$ cat src/rtl/bcd_timer_pkg.sv
// Shared types and constants for the BCD countdown timer: FSM state encoding,
// digit width and the per-digit clamp helper.
package bcd_timer_pkg;

  localparam int         BCD_WIDTH = 4;
  localparam logic [3:0] BCD_MAX   = 4'd9;

  typedef enum logic [1:0] {
    IDLE    = 2'd0,
    RUN     = 2'd1,
    PAUSE   = 2'd2,
    EXPIRED = 2'd3
  } timerState_t;

  function automatic logic [BCD_WIDTH-1:0] clampDigit(input logic [BCD_WIDTH-1:0] d);
    return (d > BCD_MAX) ? BCD_MAX : d;
  endfunction

endpackage

$ cat src/rtl/bcd_digit_cell.sv
// One BCD digit register: load with clamp to 9, decrement on enable+borrow-in,
// wrapping 0 -> 9. Updates one cycle after inputs; no backpressure.
module bcd_digit_cell
  import bcd_timer_pkg::*;
(
  input  logic                 clk,
  input  logic                 rst,
  input  logic                 loadEn,
  input  logic [BCD_WIDTH-1:0] loadDigit,
  input  logic                 decEn,
  input  logic                 borrowIn,
  output logic [BCD_WIDTH-1:0] digit,
  output logic                 borrowOut,
  output logic                 isZero,
  output logic                 clamped
);

  assign isZero    = (digit == '0);
  assign borrowOut = borrowIn & isZero;
  assign clamped   = (loadDigit > BCD_MAX);

  always_ff @(posedge clk) begin
    if (!rst) begin
      digit <= '0;
    end else if (loadEn) begin
      digit <= clampDigit(loadDigit);
    end else if (decEn && borrowIn) begin
      digit <= isZero ? BCD_MAX : digit - 4'd1;
    end
  end

endmodule

$ cat src/rtl/bcd_countdown_timer.sv
// N-digit BCD countdown timer with start/stop/pause, validated load and expiry flags.
// All outputs registered, latency 1 cycle; BCD_TIMER_AUTO_RELOAD_EN enables reload-on-expiry.
module bcd_countdown_timer
  import bcd_timer_pkg::*;
#(
  parameter int NUM_DIGITS = 4
) (
  input  logic                            clk,
  input  logic                            rst,
  input  logic [BCD_WIDTH*NUM_DIGITS-1:0] load_val,
  input  logic                            load,
  input  logic                            start,
  input  logic                            stop,
  input  logic                            tick,
  output logic [BCD_WIDTH*NUM_DIGITS-1:0] count_out,
  output logic                            running,
  output logic                            done,
  output logic                            done_pulse,
  output logic                            load_err
);

  localparam int W = BCD_WIDTH * NUM_DIGITS;

  timerState_t           state;
  logic [NUM_DIGITS-1:0] zeroVec;
  logic [NUM_DIGITS-1:0] clampVec;
  logic [NUM_DIGITS:0]   borrowChain;
  logic [W-1:0]          cellLoadVal;
  logic                  cellLoadEn;
  logic                  decEn;
  logic                  countZero;
  logic                  countOne;
  logic                  runTick;
  logic                  expiring;
  logic                  reloadNow;

  assign countZero = &zeroVec;
  assign countOne  = (count_out[BCD_WIDTH-1:0] == 4'd1) && (&zeroVec[NUM_DIGITS-1:1]);

  // A tick only counts in RUN when nothing of higher priority claims the cycle.
  assign runTick  = rst && !load && (state == RUN) && !stop && tick;
  assign expiring = runTick && countOne;

`ifdef BCD_TIMER_AUTO_RELOAD_EN
  logic [W-1:0] shadow;
  logic [W-1:0] clampedLoad;

  for (genvar i = 0; i < NUM_DIGITS; i++) begin : gClamp
    assign clampedLoad[i*BCD_WIDTH +: BCD_WIDTH] = clampDigit(load_val[i*BCD_WIDTH +: BCD_WIDTH]);
  end

  always_ff @(posedge clk) begin
    if (!rst) begin
      shadow <= '0;
    end else if (load) begin
      shadow <= clampedLoad;
    end
  end

  assign reloadNow   = expiring && (shadow != '0);
  assign cellLoadVal = load ? load_val : shadow;
`else
  assign reloadNow   = 1'b0;
  assign cellLoadVal = load_val;
`endif

  assign cellLoadEn     = load || reloadNow;
  assign decEn          = runTick && !countZero && !reloadNow;
  assign borrowChain[0] = 1'b1;

  for (genvar i = 0; i < NUM_DIGITS; i++) begin : gDigit
    bcd_digit_cell uCell (
      .clk       (clk),
      .rst       (rst),
      .loadEn    (cellLoadEn),
      .loadDigit (cellLoadVal[i*BCD_WIDTH +: BCD_WIDTH]),
      .decEn     (decEn),
      .borrowIn  (borrowChain[i]),
      .digit     (count_out[i*BCD_WIDTH +: BCD_WIDTH]),
      .borrowOut (borrowChain[i+1]),
      .isZero    (zeroVec[i]),
      .clamped   (clampVec[i])
    );
  end

  always_ff @(posedge clk) begin
    if (!rst) begin
      state      <= IDLE;
      running    <= 1'b0;
      done       <= 1'b0;
      done_pulse <= 1'b0;
      load_err   <= 1'b0;
    end else begin
      done_pulse <= 1'b0;
      load_err   <= 1'b0;
      if (load) begin
        state    <= IDLE;
        running  <= 1'b0;
        done     <= 1'b0;
        load_err <= |clampVec;
      end else begin
        case (state)
          IDLE: begin
            if (start && !stop) begin
              if (countZero) begin
                state      <= EXPIRED;
                done       <= 1'b1;
                done_pulse <= 1'b1;
              end else begin
                state   <= RUN;
                running <= 1'b1;
              end
            end
          end
          RUN: begin
            if (stop) begin
              state   <= PAUSE;
              running <= 1'b0;
            end else if (expiring) begin
              done_pulse <= 1'b1;
              if (!reloadNow) begin
                state   <= EXPIRED;
                running <= 1'b0;
                done    <= 1'b1;
              end
            end
          end
          PAUSE: begin
            if (start && !stop) begin
              state   <= RUN;
              running <= 1'b1;
            end
          end
          default: ;
        endcase
      end
    end
  end

endmodule

$ cat config.mk
export PLATFORM = sky130hd
export DESIGN_NAME = bcd_countdown_timer
export DESIGN_NICKNAME = d
export VERILOG_FILES = /design/src/rtl/bcd_timer_pkg.sv /design/src/rtl/bcd_digit_cell.sv /design/src/rtl/bcd_countdown_timer.sv
export SDC_FILE = /design/constraint.sdc
export NUM_CORES = 1
export LEC_CHECK = 0
export BUFFER_PORTS_ARGS = -buffer_cell sky130_fd_sc_hd__buf_2
export CAP_MARGIN = 20
export CORE_MARGIN = 4
export CORE_UTILIZATION = 30
export CTS_CLUSTER_SIZE = 10
export DETAILED_ROUTE_END_ITERATION = 8
export SLEW_MARGIN = 20
export SYNTH_ARGS = -nofsm -noshare
export SYNTH_HDL_FRONTEND = slang
export SYNTH_HIERARCHICAL = 1
export SYNTH_SLANG_ARGS = --single-unit
$ cat constraint.sdc
create_clock -name clk -period 6.7 [get_ports clk]
set_input_delay 1.34 -clock clk [delete_from_list [all_inputs] [get_ports clk]]
set_output_delay 1.34 -clock clk [all_outputs]
set_load 0.005 [all_outputs]
==> results_dict.tcl <==
set metrics [dict create \
    clkTransAtPathRegs_ns 0.08 \
    highest-signal-layer "met4" \
    outcome "complete, no violations" \
    hold_path.class "reg -> reg" \
    antenna_found_initial 0 \
    powerDensity_nw_per_um2 183 \
    grt_pass1_vias 1282 \
    core_um2 4720 \
    portBuffers 41 \
    fin_setup_tns_ns 0 \
    hold_buffers 0 \
    finalHoldViolCount 0 \
    drv_cap 0 \
    critical_path_required_ns 6.90 \
    max_slew_margin_pct 53.9 \
    grt_pass1_wl_um 5730 \
    finalWirelength_um 3360 \
    worst-r2r-setup-slack_ns 4.47 \
    end_kind "flip-flop" \
    p_int_w 0.000249 \
    place.detailed.hpwl_um 2620 \
    viasPerCell 4.90 \
    postRouteAntennaNets 0 \
    yosys_warnings 6 \
    p_switching_w 0.0000850 \
    layout-drive-gt1-share_pct 29.1 \
    netlist_area_um2 1460 \
    max_freq_mhz 338 \
    first_pass_iters 4 \
    wl_met3_um 191 \
    switching_share_pct 25.4 \
    clock-root-buffer "clkbuf_8" \
    cts_inserted_buffers 3 \
    drtIter0Drc 25 \
    power.clock.fraction_pct 38.0 \
    start_util_pct 30.8 \
    worst_clock_skew_ns 0.00579 \
    grt_use_total_pct 11.6 \
    r2r_start "state[1]" \
    gp_congestion 0.774 \
    setup_viol 0 \
    path_class "in -> reg" \
    seqPwrFrac_pct 43.8 \
    cp_max_fo 19 \
    layout_commonest_cell "buf_2" \
    wirelength_met1_um 1550 \
    wl_per_cell_um 12.5 \
    cts.sinks 22 \
    syn_to_final_growth_pct 25.7 \
    final_cell_mix "buf_2, dfxtp_1, o21ai_0" \
    die_h_um 77.7 \
    die_area_um2 6030 \
    io_pins 42 \
    htree_levels 1 \
    worst_setup_path_start_kind "primary input" \
    cts-resized-gates 0 \
    clkLatencyLatePin_ns 0.27 \
    rsz0062_at_grt "false" \
    syn_area_per_cell_um2 9.40 \
    p_comb_share_pct 18.2 \
    worstHoldStart "done" \
    cp-startpoint "rst" \
    num_antenna_cells 0 \
    rows 25 \
    cts_buffer_depth 2 \
    cts_tree "yes" \
    post_cts_buffers 0 \
    maxSlewViolCount 0 \
    fin_crit_sh_pct 44.1 \
    syn_inst 155 \
    fill_cells 502 \
    finalNetCount 230 \
    fp.dieW_um 77.7 \
    p_leak_nw 0.793 \
    drc 0 \
    tightest_slew_ns 0.691 \
    seq_area_um2 440 \
    min_period_ns 2.96 \
    hold_ws_ns 0.473 \
    grt_max_degree 20 \
    multiInputGateArea_um2 996 \
    cp.arrival_ns 3.15 \
    peakVddDrop_v 0.0000799 \
    grt-ovfl-total 0 \
    vias 1324 \
    met2WireLength_um 1580 \
]
cell type report:
| type | count | area share, % |
|---|---|---|
| inverter | 9 | 1.85 |
| sequential | 22 | 24.1 |
| clock buffer | 3 | 2.26 |
| multi-input combinational | 127 | 54.4 |
| timing repair buffer | 41 | 11.2 |
| tap | 67 | 4.58 |
| clock inverter | 1 | 1.64 |
power groups by stage:
stage | clock (W) | sequential [W] | combinational, W
6_report | 0.000127 | 0.000147 | 0.0000607
4_1_cts | 0.000131 | 0.000147 | 0.0000614
3_3_place_gp | 0 | 0.000150 | 0.0000610
3_5_place_dp | 0 | 0.000150 | 0.0000612
5_1_grt | 0.000136 | 0.000148 | 0.0000693
2_1_floorplan | 0 | 0.000149 | 0.0000378
metrics by stage:
stage                     setup slack, ns  area, um^2  instances  power (W)  util (%)
after floorplan                      3.73        1470        158   0.000186         -
after global placement               3.20        1760        266   0.000211      37.2
after detailed placement             3.17        1760        266   0.000211      37.2
after CTS                            3.43        1830        270   0.000339      38.7
after global routing                 3.56        1830        270   0.000353      38.8
final                                3.74        1830        270   0.000334      38.8
path summary, 6_finish.rpt:
check / cells past startpoint / end
max reg2reg: 8 / gDigit[0].uCell/digit[3]
min: 1 / done
max: 7 / gDigit[0].uCell/digit[3]
min reg2reg: 1 / done
layer usage:
metal,track usage (%),vias up
li1,-,684
met1,14.5,603
met5,0,-
met2,19.0,33
met4,3.38,0
met3,3.48,4
critical path: stages:
cell and delay [ns]:
buf_2 0.28, and3b_1 0.26, nand2_1 0.08, nor2_2 0.53, nand4bb_4 0.17, or3_1 0.34, a31oi_1 0.16
registers in the layout (all words and copies together) (netlist names):
signal	flops
gDigit.uCell/digit	16
state	2
done	1
done_pulse	1
load_err	1
running	1
No activity file was read; power rests on OpenSTA's default activity.
